`config.mk`:
```
export PLATFORM = sky130hd
export DESIGN_NAME = eth_udp_rx_parser
export DESIGN_NICKNAME = d
export VERILOG_FILES = /design/src/rtl/eth_udp_rx_parser.sv
export SDC_FILE = /design/constraint.sdc
export NUM_CORES = 1
export LEC_CHECK = 0
export CORE_MARGIN = 2
export CORE_UTILIZATION = 54
export DETAILED_ROUTE_END_ITERATION = 8
export PLACE_DENSITY = 0.76
export SLEW_MARGIN = 5
export SYNTH_ARGS = -nofsm -noshare
export SYNTH_HDL_FRONTEND = slang
export SYNTH_SLANG_ARGS = --single-unit
```
`constraint.sdc`:
```
create_clock -name rxClkLcl -period 2.2 [get_ports rxClkLcl]
set_input_delay 0.22 -clock rxClkLcl [delete_from_list [all_inputs] [get_ports rxClkLcl]]
set_output_delay 0.22 -clock rxClkLcl [all_outputs]
set_load 0.005 [all_outputs]
```
`src/rtl/eth_udp_rx_parser.sv`:
```
// Purpose : Parses an Ethernet/IPv4/UDP receive byte stream and forwards only the UDP payload for port UDP_PORT.
// Latency : 1 cycle from input byte to payload byte; frame status pulses 1 cycle after the rxDataLast byte.
// Backpressure: none; at most one output byte per valid input byte, consumer must always accept.
//
// Ports:
//   rxClkLcl               - the only clock
//   rst                    - synchronous active-high reset
//   rxDataValid/Last/Data  - input byte stream; first valid byte is dst MAC byte 0, last byte is final FCS byte
//   payloadValid/Last/Data - forwarded UDP payload bytes; payloadLast on the final payload byte
//   payloadErr             - qualifies payloadLast: frame ended before the UDP length was satisfied
//   frameDone              - 1-cycle pulse, accepted frame ended
//   frameDrop              - 1-cycle pulse, frame rejected or truncated
//   fcsErr                 - 1-cycle pulse alongside frameDone when the FCS is bad
//
// Build option: define ETH_FCS_CHECK_EN to add the CRC-32 FCS checker; otherwise fcsErr is tied 0.

module eth_udp_rx_parser #(
    parameter logic [15:0] UDP_PORT    = 16'd5000,
    parameter logic [15:0] MAX_PAYLOAD = 16'd1472
) (
    input  logic       rxClkLcl,
    input  logic       rst,
    input  logic       rxDataValid,
    input  logic       rxDataLast,
    input  logic [7:0] rxData,
    output logic       payloadValid,
    output logic       payloadLast,
    output logic       payloadErr,
    output logic [7:0] payloadData,
    output logic       frameDone,
    output logic       frameDrop,
    output logic       fcsErr
);

    typedef enum logic [1:0] {
        S_IDLE,
        S_HDR,
        S_PAYLOAD,
        S_DRAIN
    } state_t;

    state_t      state_q, state_d;
    logic [10:0] cnt_q, cnt_d;          // bytes received so far in this frame, saturating
    logic [15:0] etype_q, etype_d;
    logic [7:0]  verihl_q, verihl_d;
    logic [7:0]  proto_q, proto_d;
    logic [15:0] dport_q, dport_d;
    logic [15:0] udplen_q, udplen_d;
    logic [15:0] rem_q, rem_d;          // payload bytes still to forward
    logic        acc_q, acc_d;          // headers passed for the current frame

    logic        pvld_q, pvld_d;
    logic        plast_q, plast_d;
    logic        perr_q, perr_d;
    logic [7:0]  pdat_q, pdat_d;
    logic        done_q, done_d;
    logic        drop_q, drop_d;

    logic        hdr_ok;
    logic [10:0] cnt_inc;

    // Upper bound widened by one bit so MAX_PAYLOAD+8 cannot wrap.
    assign hdr_ok = (etype_q == 16'h0800) &&
                    (verihl_q == 8'h45) &&
                    (proto_q == 8'h11) &&
                    (dport_q == UDP_PORT) &&
                    (udplen_q >= 16'd8) &&
                    ({1'b0, udplen_q} <= ({1'b0, MAX_PAYLOAD} + 17'd8));

    assign cnt_inc = (cnt_q == 11'h7FF) ? cnt_q : cnt_q + 11'd1;

    always_comb begin
        state_d  = state_q;
        cnt_d    = cnt_q;
        etype_d  = etype_q;
        verihl_d = verihl_q;
        proto_d  = proto_q;
        dport_d  = dport_q;
        udplen_d = udplen_q;
        rem_d    = rem_q;
        acc_d    = acc_q;
        pvld_d   = 1'b0;
        plast_d  = 1'b0;
        perr_d   = 1'b0;
        pdat_d   = 8'h00;
        done_d   = 1'b0;
        drop_d   = 1'b0;

        unique case (state_q)
            S_IDLE: begin
                if (rxDataValid) begin
                    acc_d = 1'b0;
                    if (rxDataLast) begin
                        // A one-byte frame can never carry a header.
                        drop_d = 1'b1;
                        cnt_d  = 11'd0;
                    end else begin
                        cnt_d   = 11'd1;
                        state_d = S_HDR;
                    end
                end
            end

            S_HDR: begin
                if (rxDataValid) begin
                    cnt_d = cnt_inc;
                    // cnt_q is the index of the byte currently on rxData.
                    case (cnt_q)
                        11'd12:  etype_d[15:8]  = rxData;
                        11'd13:  etype_d[7:0]   = rxData;
                        11'd14:  verihl_d       = rxData;
                        11'd23:  proto_d        = rxData;
                        11'd36:  dport_d[15:8]  = rxData;
                        11'd37:  dport_d[7:0]   = rxData;
                        11'd38:  udplen_d[15:8] = rxData;
                        11'd39:  udplen_d[7:0]  = rxData;
                        default: ;
                    endcase
                    if (rxDataLast) begin
                        drop_d  = 1'b1;
                        cnt_d   = 11'd0;
                        state_d = S_IDLE;
                    end else if (cnt_q == 11'd41) begin
                        // Byte 41 is the UDP checksum low byte; all checked fields are latched by now.
                        if (hdr_ok) begin
                            acc_d   = 1'b1;
                            rem_d   = udplen_q - 16'd8;
                            state_d = (udplen_q == 16'd8) ? S_DRAIN : S_PAYLOAD;
                        end else begin
                            acc_d   = 1'b0;
                            state_d = S_DRAIN;
                        end
                    end
                end
            end

            S_PAYLOAD: begin
                if (rxDataValid) begin
                    cnt_d  = cnt_inc;
                    pvld_d = 1'b1;
                    pdat_d = rxData;
                    rem_d  = rem_q - 16'd1;
                    if (rem_q == 16'd1) begin
                        plast_d = 1'b1;
                        if (rxDataLast) begin
                            done_d  = 1'b1;
                            cnt_d   = 11'd0;
                            state_d = S_IDLE;
                        end else begin
                            state_d = S_DRAIN;
                        end
                    end else if (rxDataLast) begin
                        // Frame ended short of the UDP length: close the payload with an error.
                        plast_d = 1'b1;
                        perr_d  = 1'b1;
                        drop_d  = 1'b1;
                        acc_d   = 1'b0;
                        cnt_d   = 11'd0;
                        state_d = S_IDLE;
                    end
                end
            end

            S_DRAIN: begin
                if (rxDataValid) begin
                    cnt_d = cnt_inc;
                    if (rxDataLast) begin
                        done_d  = acc_q;
                        drop_d  = ~acc_q;
                        cnt_d   = 11'd0;
                        state_d = S_IDLE;
                    end
                end
            end

            default: state_d = S_IDLE;
        endcase
    end

    always_ff @(posedge rxClkLcl) begin
        if (rst) begin
            state_q  <= S_IDLE;
            cnt_q    <= 11'd0;
            etype_q  <= 16'h0000;
            verihl_q <= 8'h00;
            proto_q  <= 8'h00;
            dport_q  <= 16'h0000;
            udplen_q <= 16'h0000;
            rem_q    <= 16'h0000;
            acc_q    <= 1'b0;
            pvld_q   <= 1'b0;
            plast_q  <= 1'b0;
            perr_q   <= 1'b0;
            pdat_q   <= 8'h00;
            done_q   <= 1'b0;
            drop_q   <= 1'b0;
        end else begin
            state_q  <= state_d;
            cnt_q    <= cnt_d;
            etype_q  <= etype_d;
            verihl_q <= verihl_d;
            proto_q  <= proto_d;
            dport_q  <= dport_d;
            udplen_q <= udplen_d;
            rem_q    <= rem_d;
            acc_q    <= acc_d;
            pvld_q   <= pvld_d;
            plast_q  <= plast_d;
            perr_q   <= perr_d;
            pdat_q   <= pdat_d;
            done_q   <= done_d;
            drop_q   <= drop_d;
        end
    end

    assign payloadValid = pvld_q;
    assign payloadLast  = plast_q;
    assign payloadErr   = perr_q;
    assign payloadData  = pdat_q;
    assign frameDone    = done_q;
    assign frameDrop    = drop_q;

`ifdef ETH_FCS_CHECK_EN
    // Reflected CRC-32 run over every byte including the FCS; a good frame leaves the fixed residue.
    localparam logic [31:0] CRC_INIT    = 32'hFFFF_FFFF;
    localparam logic [31:0] CRC_RESIDUE = 32'hDEBB_20E3;

    logic [31:0] crc_q, crc_d;
    logic [31:0] crc_seed, crc_next;
    logic        fcs_q, fcs_d;

    function automatic logic [31:0] crc_byte(input logic [31:0] crc_in, input logic [7:0] b);
        logic [31:0] c;
        c = crc_in ^ {24'h000000, b};
        for (int k = 0; k < 8; k++) begin
            c = c[0] ? ((c >> 1) ^ 32'hEDB8_8320) : (c >> 1);
        end
        return c;
    endfunction

    always_comb begin
        crc_seed = (state_q == S_IDLE) ? CRC_INIT : crc_q;
        crc_next = crc_byte(crc_seed, rxData);
        crc_d    = rxDataValid ? crc_next : crc_q;
        fcs_d    = done_d && (crc_next != CRC_RESIDUE);
    end

    always_ff @(posedge rxClkLcl) begin
        if (rst) begin
            crc_q <= CRC_INIT;
            fcs_q <= 1'b0;
        end else begin
            crc_q <= crc_d;
            fcs_q <= fcs_d;
        end
    end

    assign fcsErr = fcs_q;
`else
    assign fcsErr = 1'b0;
`endif

endmodule

```
==> results.rst <==
.. list-table::
   :header-rows: 1

   * - Metric
     - Value
   * - Number of buffers added by the clock tree synthesis step
     - 9
   * - Growth of design area from synthesis to finish
     - 12.4%
   * - Antenna Violating Nets Remaining
     - 0
   * - Initial DRC Count
     - between 200 and 250
   * - Vias in the first global route
     - around 4,300
   * - CP startpoint kind
     - flip-flop
   * - Global-route usage over all layers
     - 24.2%
   * - Switching share of power
     - 24.6%
   * - Count of endpoints failing setup in the final report
     - 0
   * - Fraction of layout cells with a size suffix above 1
     - 12.0%
   * - Count of flip-flops with a built-in enable after synthesis
     - 0
   * - Number of max-cap violations
     - 0
   * - CTS H-tree depth
     - 3
   * - Number of endpoints with negative hold slack in the final report
     - 0
   * - Root buffer cell
     - clkbuf_8
   * - Routed length per instance
     - 15.8 um
   * - Number of buffers added on ports
     - 24
   * - Total global routing overflow
     - 0
   * - Via count
     - 4,544
   * - Worst-case hold slack
     - 0.279 ns
   * - Later-pin clock latency in the skew report
     - approximately 0.38 ns
   * - Max Clk Rate
     - ~480 MHz
   * - Worst hold path class
     - primary input to flip-flop
   * - Diode count
     - 0
   * - Sw Pwr
     - slightly above 0.8 mW
   * - Clock buffer depth
     - 2
   * - Final-stage net count
     - 650
   * - First-pass detailed-route iteration total
     - 5
   * - Fraction of power consumed by combinational cells
     - under 10%
   * - IR Drop Worst-Case VDD
     - a little over 0.4 mV
   * - Count of standard-cell rows
     - 35
   * - Routed vias/inst
     - around 5.9
   * - RD Place Congestion
     - 0.841
   * - Floorplan Core Area
     - 9280 sq um
   * - Estimated wirelength of the detail-placed design
     - roughly 8.4 mm
   * - Arrival @ worst endpoint
     - approximately 2.4 ns
   * - Syn nets
     - 634
   * - Mapped cell area
     - between 5000 and 6000 sq um
   * - Leading register cell type out of synthesis
     - dfxtp_1
   * - Post-synth ARST share
     - 0%
   * - Synth warn
     - 0
   * - Initial antenna violation count
     - 0
   * - Slew Limit Fails
     - 0
   * - Outcome
     - completed
   * - Post-layout minimum cycle time
     - ~2.1 ns
   * - Leakage
     - 1.90 nW
   * - Power Dens Cells
     - ~580 nW/um^2
   * - Die span in y
     - 102 um
   * - Total clock sinks
     - between 100 and 150
   * - Post-Synthesis Mean Instance Area
     - 8.42 sq um
   * - Layout Skew
     - 0.0115 ns
   * - Boundary Pins
     - 26
   * - Endpoint type of the worst setup path
     - flip-flop
   * - Cells after synthesis
     - between 600 and 700
   * - Transition time of the tightest slew-check pin
     - roughly 0.64 ns
   * - Effective utilization at floorplan
     - a little under three fifths
   * - Number of library cell types mapped by synthesis
     - approximately 70
   * - Most common cell after layout, fill and taps aside
     - dfxtp_1
   * - Sum Neg Setup Slack
     - 0 ns
   * - Die outline area
     - between 10,000 and 15,000 sq um
   * - Share of the yosys chip area belonging to registers
     - between 40 and 50%
   * - Horizontal die dimension
     - 102 um
   * - Part of the total power dissipated in the clock network
     - between 30% and 40%
   * - Most used cells in the layout excluding fill and tap cells
     - dfxtp_1 (106), nand2_1 (87), a21oi_1 (71)
   * - Top cells by area in the synthesized netlist
     - dfxtp_1 (41%), a21oi_1 (7.0%), nand3_1 (6.8%), nand2_1 (6.3%), nor2_1 (2.4%)
   * - Part of the power in registers
     - 57.7%
   * - Pin count of the biggest net entering global routing
     - 66
   * - Peak fanout along the critical path
     - 11
   * - Worst rel slew slack
     - about 57%
   * - Number of remaining DRC errors
     - 0
   * - Clock tree from TritonCTS
     - yes
   * - Flip-flop and latch count after synthesis
     - ~110
   * - Required time of the critical path
     - approximately 2.5 ns
   * - Post-synth top area share
     - around 41%
   * - Final Routed Wirelength
     - 12.1 mm
   * - Internal power component
     - around 2.5 mW
   * - Share of the cycle needed by the critical path after routing
     - between 90% and 100%
   * - Post-synth top area cell
     - dfxtp_1
   * - Wire length of the first global-routing pass
     - between 20 and 25 mm
   * - Critical path class
     - flip-flop to flip-flop
   * - CTS clk-pin slew, worst paths
     - approximately 0.11 ns
==> cell usage after synthesis (3+ instances only) <==
library cell	instances
dfxtp_1	107
nand2_1	87
mux2i_1	8
xor2_1	3
nor4_1	10
nand2b_1	3
buf_2	6
a31oi_1	5
or4_1	3
buf_6	5
or3_1	16
nand3_1	70
nor4b_1	9
nand4_1	12
a21oi_1	72
nor3_1	6
clkbuf_1	27
o22ai_1	6
clkbuf_8	3
nor4_4	3
xnor2_1	9
inv_1	12
ha_1	8
and2_1	12
and4_1	3
nor2_1	33
o21ai_0	16
a32o_1	11
==> layer usage <==
layer	track usage [%]	wire [um]
met1	31.6	5200
met5	0	0
met3	5.27	745
met2	40.2	5970
met4	7.18	175
==> logic make-up after synthesis <==
logic type	synth area share, %
DFF	41.5
adders and majority gates	1.94
muxes	1.77
AOI/OAI and AO/OA	15.2
and+or+nand+nor	31.5
xor gates and xnor gates	2.03
buffers and inverters	6.08
other	0.0726
==> worst paths after layout <==
| path | slack, ns | start | cells after the start | endpoint |
|---|---|---|---|---|
| setup / recovery | 0.11 | dport_q[1] | 8 | rem_q[9] |
| hold / removal | 0.28 | rst | 2 | cnt_q[1] |
| hold reg to reg | 0.46 | dport_q[12] | 2 | dport_q[12] |
| setup reg to reg | 0.11 | dport_q[1] | 8 | rem_q[9] |
==> per-stage QoR <==
stage / cell area, sq um / setup slack, ns / utilization [%] / total power [mW] / instances
after floorplan: 5170 / 0.0475 / - / 2.07 / 614
after global placement: 5540 / 0.0679 / 59.7 / 2.12 / 748
after detailed placement: 5540 / 0.0494 / 59.7 / 2.12 / 748
after CTS: 5760 / 0.0215 / 62.1 / 3.39 / 764
after global routing: 5810 / -0.00210 / 62.6 / 3.47 / 764
final: 5810 / 0.110 / 62.6 / 3.37 / 764
==> timing repair <==
item                       CTS  global route
setup endpoints to repair    0            14
hold buffers                 0             0
resized for setup            0             9
setup buffers                0             0
==> power by group through the flow <==
stage / clock network, mW / logic, mW / registers (mW)
6_report: 1.28 / 0.138 / 1.94
5_1_grt: 1.38 / 0.148 / 1.95
4_1_cts: 1.31 / 0.136 / 1.94
3_5_place_dp: 0 / 0.135 / 1.99
3_3_place_gp: 0 / 0.134 / 1.99
2_1_floorplan: 0 / 0.0880 / 1.99
==> sequential cells by signal, summed over array words and instances (netlist names) <==
register / cells
acc_q: 1
cnt_q: 11
dport_q: 16
etype_q: 16
frameDone: 1
frameDrop: 1
payloadData: 8
payloadErr: 1
payloadLast: 1
payloadValid: 1
proto_q: 8
rem_q: 16
state_q: 2
udplen_q: 16
verihl_q: 8
==> layout make-up <==
| class | instances | area, sq um |
|---|---|---|
| well taps | 129 | 161 |
| fillers | 810 | 3470 |
| inverters | 13 | 48.8 |
| clock inverters | 7 | 93.8 |
| multi-input cells | 449 | 2760 |
| flip-flops and latches | 107 | 2140 |
| clock buffers | 9 | 124 |
| repair buffers | 50 | 480 |
==> critical path, cell delays in order (launching register included) <==
cell	delay, ns
dfxtp_1	0.35
nor4b_2	0.32
nand4_1	0.20
nor4_2	0.26
buf_4	0.17
and2_4	0.17
a21oi_1	0.10
buf_12	0.17
a32o_1	0.24
Power figures use the tool's default switching activity.
